$ cat config.mk
export PLATFORM = sky130hd
export DESIGN_NAME = mux8way_stream
export DESIGN_NICKNAME = d
export VERILOG_FILES = /design/src/rtl/mux8way_stream.sv
export SDC_FILE = /design/constraint.sdc
export NUM_CORES = 1
export LEC_CHECK = 0
export CAP_MARGIN = 20
export CORE_ASPECT_RATIO = 1.5
export CORE_UTILIZATION = 33
export DETAILED_ROUTE_END_ITERATION = 8
export GPL_ROUTABILITY_DRIVEN = 0
export GPL_TIMING_DRIVEN = 0
export HOLD_SLACK_MARGIN = 0.15
export PLACE_DENSITY = 0.9
export SLEW_MARGIN = 20
export SYNTH_ARGS = -nofsm -noshare
export SYNTH_HDL_FRONTEND = slang
export SYNTH_SLANG_ARGS = --single-unit
export TNS_END_PERCENT = 10
$ cat constraint.sdc
create_clock -name clock -period 2.04 [get_ports clock]
set_input_delay 0.204 -clock clock [delete_from_list [all_inputs] [get_ports clock]]
set_output_delay 0.204 -clock clock [all_outputs]
set_load 0.02 [all_outputs]
$ cat src/rtl/mux8way_stream.sv
// mux8way_stream: eight valid/ready producers arbitrated onto one registered output word tagged
// with its source channel. Define MUX8WAY_STREAM_ROUND_ROBIN_EN for rotating priority; otherwise
// the lowest-numbered valid channel always wins.
module mux8way_stream #(
  parameter int unsigned WIDTH = 16
) (
  input  logic               clock,
  input  logic               reset_n,
  input  logic [7:0]         in_valid,
  input  logic [8*WIDTH-1:0] in_data,
  output logic [7:0]         in_ready,
  output logic               out_valid,
  output logic [WIDTH-1:0]   out_data,
  output logic [2:0]         out_select,
  input  logic               out_ready
);

  logic             out_valid_q, out_valid_d;
  logic [WIDTH-1:0] out_data_q, out_data_d;
  logic [2:0]       out_select_q, out_select_d;

  logic [2:0] search_base;
  logic       grant_found;
  logic [2:0] grant_idx;
  logic       can_accept;
  logic       transfer;

`ifdef MUX8WAY_STREAM_ROUND_ROBIN_EN
  logic [2:0] ptr_q, ptr_d;
  assign search_base = ptr_q;
`else
  assign search_base = 3'd0;
`endif

  // The output slot frees up in the same cycle it drains, so refill can overlap drain.
  assign can_accept = !out_valid_q || out_ready;

  // First valid channel at or after search_base, with 3-bit wraparound.
  always_comb begin
    grant_found = 1'b0;
    grant_idx   = search_base;
    for (int k = 0; k < 8; k++) begin
      if (!grant_found && in_valid[search_base + 3'(k)]) begin
        grant_found = 1'b1;
        grant_idx   = search_base + 3'(k);
      end
    end
  end

  assign transfer = grant_found && can_accept;

  always_comb begin
    in_ready = 8'h00;
    if (reset_n && transfer) begin
      in_ready[grant_idx] = 1'b1;
    end
  end

  always_comb begin
    out_valid_d  = out_valid_q;
    out_data_d   = out_data_q;
    out_select_d = out_select_q;
    if (transfer) begin
      out_valid_d  = 1'b1;
      out_data_d   = in_data[32'(grant_idx) * WIDTH +: WIDTH];
      out_select_d = grant_idx;
    end else if (out_ready) begin
      out_valid_d  = 1'b0;
    end
  end

  always_ff @(posedge clock or negedge reset_n) begin
    if (!reset_n) begin
      out_valid_q  <= 1'b0;
      out_data_q   <= '0;
      out_select_q <= 3'd0;
    end else begin
      out_valid_q  <= out_valid_d;
      out_data_q   <= out_data_d;
      out_select_q <= out_select_d;
    end
  end

`ifdef MUX8WAY_STREAM_ROUND_ROBIN_EN
  assign ptr_d = transfer ? grant_idx + 3'd1 : ptr_q;

  always_ff @(posedge clock or negedge reset_n) begin
    if (!reset_n) begin
      ptr_q <= 3'd0;
    end else begin
      ptr_q <= ptr_d;
    end
  end
`endif

  assign out_valid  = out_valid_q;
  assign out_data   = out_data_q;
  assign out_select = out_select_q;

endmodule

[Yosys cells after proc, flatten, opt, wreduce, memory -nomap -nowiden]
Cells that the tools add are included.
Cells by class
  shifts and indexed selects: 1
  order comparisons: 2
  reduce and logical (&&, ||, !) cells: 20
  multiplexer cells: 20
Operators by type and width (count)
  128-bit by 8-bit variable part select with 16-bit output: 1
  1-bit two-way mux: 12
  3-bit two-way mux: 4
  1-bit logical AND: 10
  1-bit logical NOT: 8
  8-bit two-way mux: 1
  3-bit by 4-bit less-than comparator with 1-bit output (second input constant): 1
  2-bit two-way mux: 2
  1-bit demux with 3-bit select: 1
  3-bit by 1-bit >= comparator with 1-bit output (second input constant): 1
  2-bit nonzero test: 1
  1-bit logical OR: 1
Word-level totals
  bits in registers: 20
  output and inout port bits: 28
  logic and storage cells: 46

[Depth between registers and ports, before layout]
  depth after elaboration: 27
  depth in mapped cells: 9

[Worst setup path before layout]
Ideal clock, no wire load.
  path type: register to output
  from: register out_valid_q (netlist: out_valid)
  to: output in_ready[0]
  cell stages (with the launch flop): 6
  buffers on the path: 1
  arrival time: 1.989 ns
  slack: -0.153 ns
  cell sequence: dfrtp_1 nor2b_1 a21oi_1 clkbuf_1 nand2_1 nor3_1
On the way
  longest elaborated chain between the ends: 5
RTL lines
  from (decl): RTL line 18  | logic out_valid_q, out_valid_d;
  from (signal assigned): RTL line 78  | out_valid_q <= out_valid_d;
  1-bit logical NOT: RTL line 36  | assign can_accept = !out_valid_q || out_ready;
  1-bit logical OR: RTL line 36
  1-bit logical AND: RTL line 50  | assign transfer = grant_found && can_accept;
  1-bit logical AND: RTL line 54  | if (reset_n && transfer) begin
  8-bit two-way mux: RTL line 54
  to (decl): RTL line 11  | output logic [7:0] in_ready,
Every way passes these cells.

[Worst setup path in the final report]
  from: input in_valid[3]
  to: output in_ready[1]
On the way
  longest elaborated chain between the ends: 19
RTL lines
  from (decl): RTL line 9  | input logic [7:0] in_valid,
  1-bit logical AND *: RTL line 43  | if (!grant_found && in_valid[search_base + 3'(k)]) begin
  1-bit two-way mux: RTL line 43
  1-bit logical NOT: RTL line 43
  1-bit logical AND: RTL line 43
  1-bit two-way mux: RTL line 43
  1-bit logical NOT: RTL line 43
  1-bit logical AND: RTL line 43
  1-bit two-way mux: RTL line 43
  (+3 left out)
  1-bit logical NOT: RTL line 43
  1-bit logical AND: RTL line 43
  3-bit two-way mux: RTL line 43
  3-bit by 4-bit less-than comparator with 1-bit output (not written as such) / 3-bit by 1-bit >= comparator with 1-bit output (equally long branches): RTL line 55  | in_ready[grant_idx] = 1'b1;
  1-bit logical AND (not written as such): RTL line 55
  1-bit two-way mux (not written as such): RTL line 55
  1-bit demux with 3-bit select
  8-bit two-way mux *: RTL line 54
Mark *: on every way between the ends. The rest lies on a longest branch, timed or not.

==> flow_metrics.tcl <==
set metrics [dict create \
    dp.final_hpwl_mm 7.278 \
    drt-total-wl_mm 10.01 \
    syn_area_sq_mm 0.002013 \
    rows 34 \
    vias 2950 \
    final_cells 524 \
    start_kind "input pin" \
    cp.arrival_ns 1.81 \
    syn_nets 398 \
    cts_sinks 20 \
    reg2reg_depth 6 \
    place_area_sq_mm 0.003755 \
    synth_edf_count 0 \
    start_util 0.3454 \
    syn_inst 259 \
    viasPerCell 5.630 \
    fmax_ghz 0.4977 \
    stdcell_area_sq_mm 0.004223 \
    synthFlopType "dfrtp_1" \
    hold_viol_final 0 \
    power_density_mw_per_mm2 394.3 \
    ys_seq_area_frac 0.2486 \
    grt_util_all_layers 0.2995 \
    cts_buffers 3 \
    status "finished clean" \
    num_io_pins 167 \
    antenna_left 0 \
    drv_slew 0 \
    h-tree-depth 1 \
    die_y_um 97.66 \
    clk_pin_slew_ns 0.08 \
    clk_path_buf_depth 2 \
    portBuffers 165 \
    areaGrowthSynthToFinish_pct 109.8 \
    antenna_found_initial 0 \
    dp.cells 496 \
    reg2reg_to "out_data[9]$_DFFE_PN0P_" \
    critPathCaptureType "output pin" \
    setup_viol_count_final 0 \
    power.total_mw 1.665 \
    grt_pass1_wl_mm 14.64 \
    antenna_cells 0 \
    grt_use_met3 0.03404 \
    skew_ns 0.005806 \
    drive_gt1_frac 0.1571 \
    dieArea_sq_mm 0.006424 \
    drtIter0Drc 195 \
    path_class "input pin to output pin" \
    p_leak_nw 1.732 \
    layout_min_cycle_time_ns 2.009 \
    setup_tns_ns 0 \
    overflow 0 \
    synthArstFlopShare 1.000 \
    met2_usage 0.5220 \
    core_sq_mm 0.005828 \
    dieWidth_um 65.78 \
    use_met1 0.3316 \
    peakVddDrop_mv 0.2433 \
    reg2reg_from "out_valid$_DFFE_PN0P_" \
    first_global_vias 2991 \
    cts_tree "done" \
    worst-slew-pin-transition_ns 0.5357 \
    yosysUniqueCellTypes 27 \
    ys_warn_count 0 \
    syn_avg_cell_area_sq_um 7.773 \
    nNetsFinal 593 \
    post-route-period-util 0.9850 \
    drtPass1Iterations 4 \
    clock_latency_ns 0.26 \
    reg2reg_setup_slack_ns 0.38 \
    cap_violations 0 \
    wl_per_cell_um 19.11 \
    final_core_util 0.7246 \
    slew_headroom 0.6429 \
    cts-root-buf "clkbuf_8" \
    worst_hold_path_type "input pin to asynchronous set/reset pin" \
    post-route-drc-count 0 \
    busiest_layer "met2" \
    grt_max_degree 21 \
    ys_seq_elements 20 \
    critPathMaxFanout 10 \
    worst_ep_required_time_ns 1.84 \
]
-- sequential cells by signal, indices dropped and copies added, names as in the netlist --
register	count
out_select	3
out_valid	1
out_data	16
-- layout make-up --
type | count | area [sq um]
Buffer | 22 | 182.7
Clock buffer | 3 | 41.29
Fill cell | 445 | 1605
Inverter | 2 | 7.507
Multi-Input combinational cell | 214 | 1506
Sequential cell | 20 | 500.5
Tap cell | 72 | 90.09
Timing Repair Buffer | 191 | 1894
-- cell usage in the layout, fill, tap and decap left out, types with 3 or more instances in the layout --
cell,instances
buf_6,4
clkbuf_8,7
nor2_1,6
mux2i_1,31
nand2_1,48
clkdlybuf4s50_1,149
clkbuf_1,7
a31oi_1,17
clkbuf_2,3
o221ai_1,15
dlygate4sd2_1,5
buf_4,22
nor3_2,3
a21oi_1,18
nand3_1,34
dfrtp_1,20
o32a_1,16
buf_8,4
a21oi_4,3
buf_2,5
-- worst max path at each step --
| stage | cells past startpoint | from | to | slack, ns |
|---|---|---|---|---|
| after floorplan | 5 | out_valid$_DFFE_PN0P_ | in_ready[0] | -0.15 |
| after global placement | 8 | in_valid[2] | in_ready[0] | -1.36 |
| after detailed placement | 8 | in_valid[2] | in_ready[1] | -1.38 |
| after CTS | 9 | in_valid[3] | out_data[14]$_DFFE_PN0P_ | 0.02 |
| after global routing | 10 | in_valid[5] | out_data[1]$_DFFE_PN0P_ | -0.02 |
| final | 7 | in_valid[3] | in_ready[1] | 0.03 |
-- synth_stat cells (all sizes together) (2+ instances only) --
cell type,count,area (sq um)
a21oi,20,111.4
a31oi,17,106.4
buf,9,58.80
clkbuf,15,56.30
dfrtp,20,500.5
inv,2,7.500
mux2i,32,320.3
nand2,51,191.4
nand2b,3,18.77
nand3,34,170.2
nor2,7,26.28
nor2b,2,12.51
nor3,7,35.03
o221ai,16,140.1
o32a,16,160.2
or2,2,12.52
-- kinds of logic after synthesis --
family,Yosys count,synth area share
buf+inv,26,0.06090
mux,32,0.1591
flops,20,0.2486
compound gates,74,0.2890
simple gates,107,0.2424
-- metrics by stage --
step	hold slack (ns)	worst slack (ns)
after floorplan	-0.09159	-0.1526
after global placement	0.4745	-1.362
after detailed placement	0.4885	-1.382
after CTS	0.3854	0.02259
after global routing	0.2926	-0.01908
final	0.2503	0.03066
-- routing by layer --
metal	vias to the layer above	routed length (um)
met4	0	612
li1	1384	-
met5	-	0
met1	1365	3748
met3	49	539
met2	152	5112
-- critical path: stages --
cell	delay [ns]
dlygate4sd2_1	0.27
or2_4	0.26
buf_4	0.16
o41a_1	0.41
buf_4	0.20
nor3_2	0.13
buf_4	0.17
-- power by group --
part | internal (mW) | switching, mW
logic | 0.536 | 0.396
clock network | 0.131 | 0.129
registers | 0.445 | 0.0279
total | 1.11 | 0.552
-- timing repair --
item,in CTS,in global routing
hold endpoints to repair,20,0
gates resized for setup,89,19
hold buffers,1,0
pin swaps,14,4
buffers inserted,21,3
setup endpoints to repair,27,24
cloned,2,2
Power figures use the tool's default switching activity.
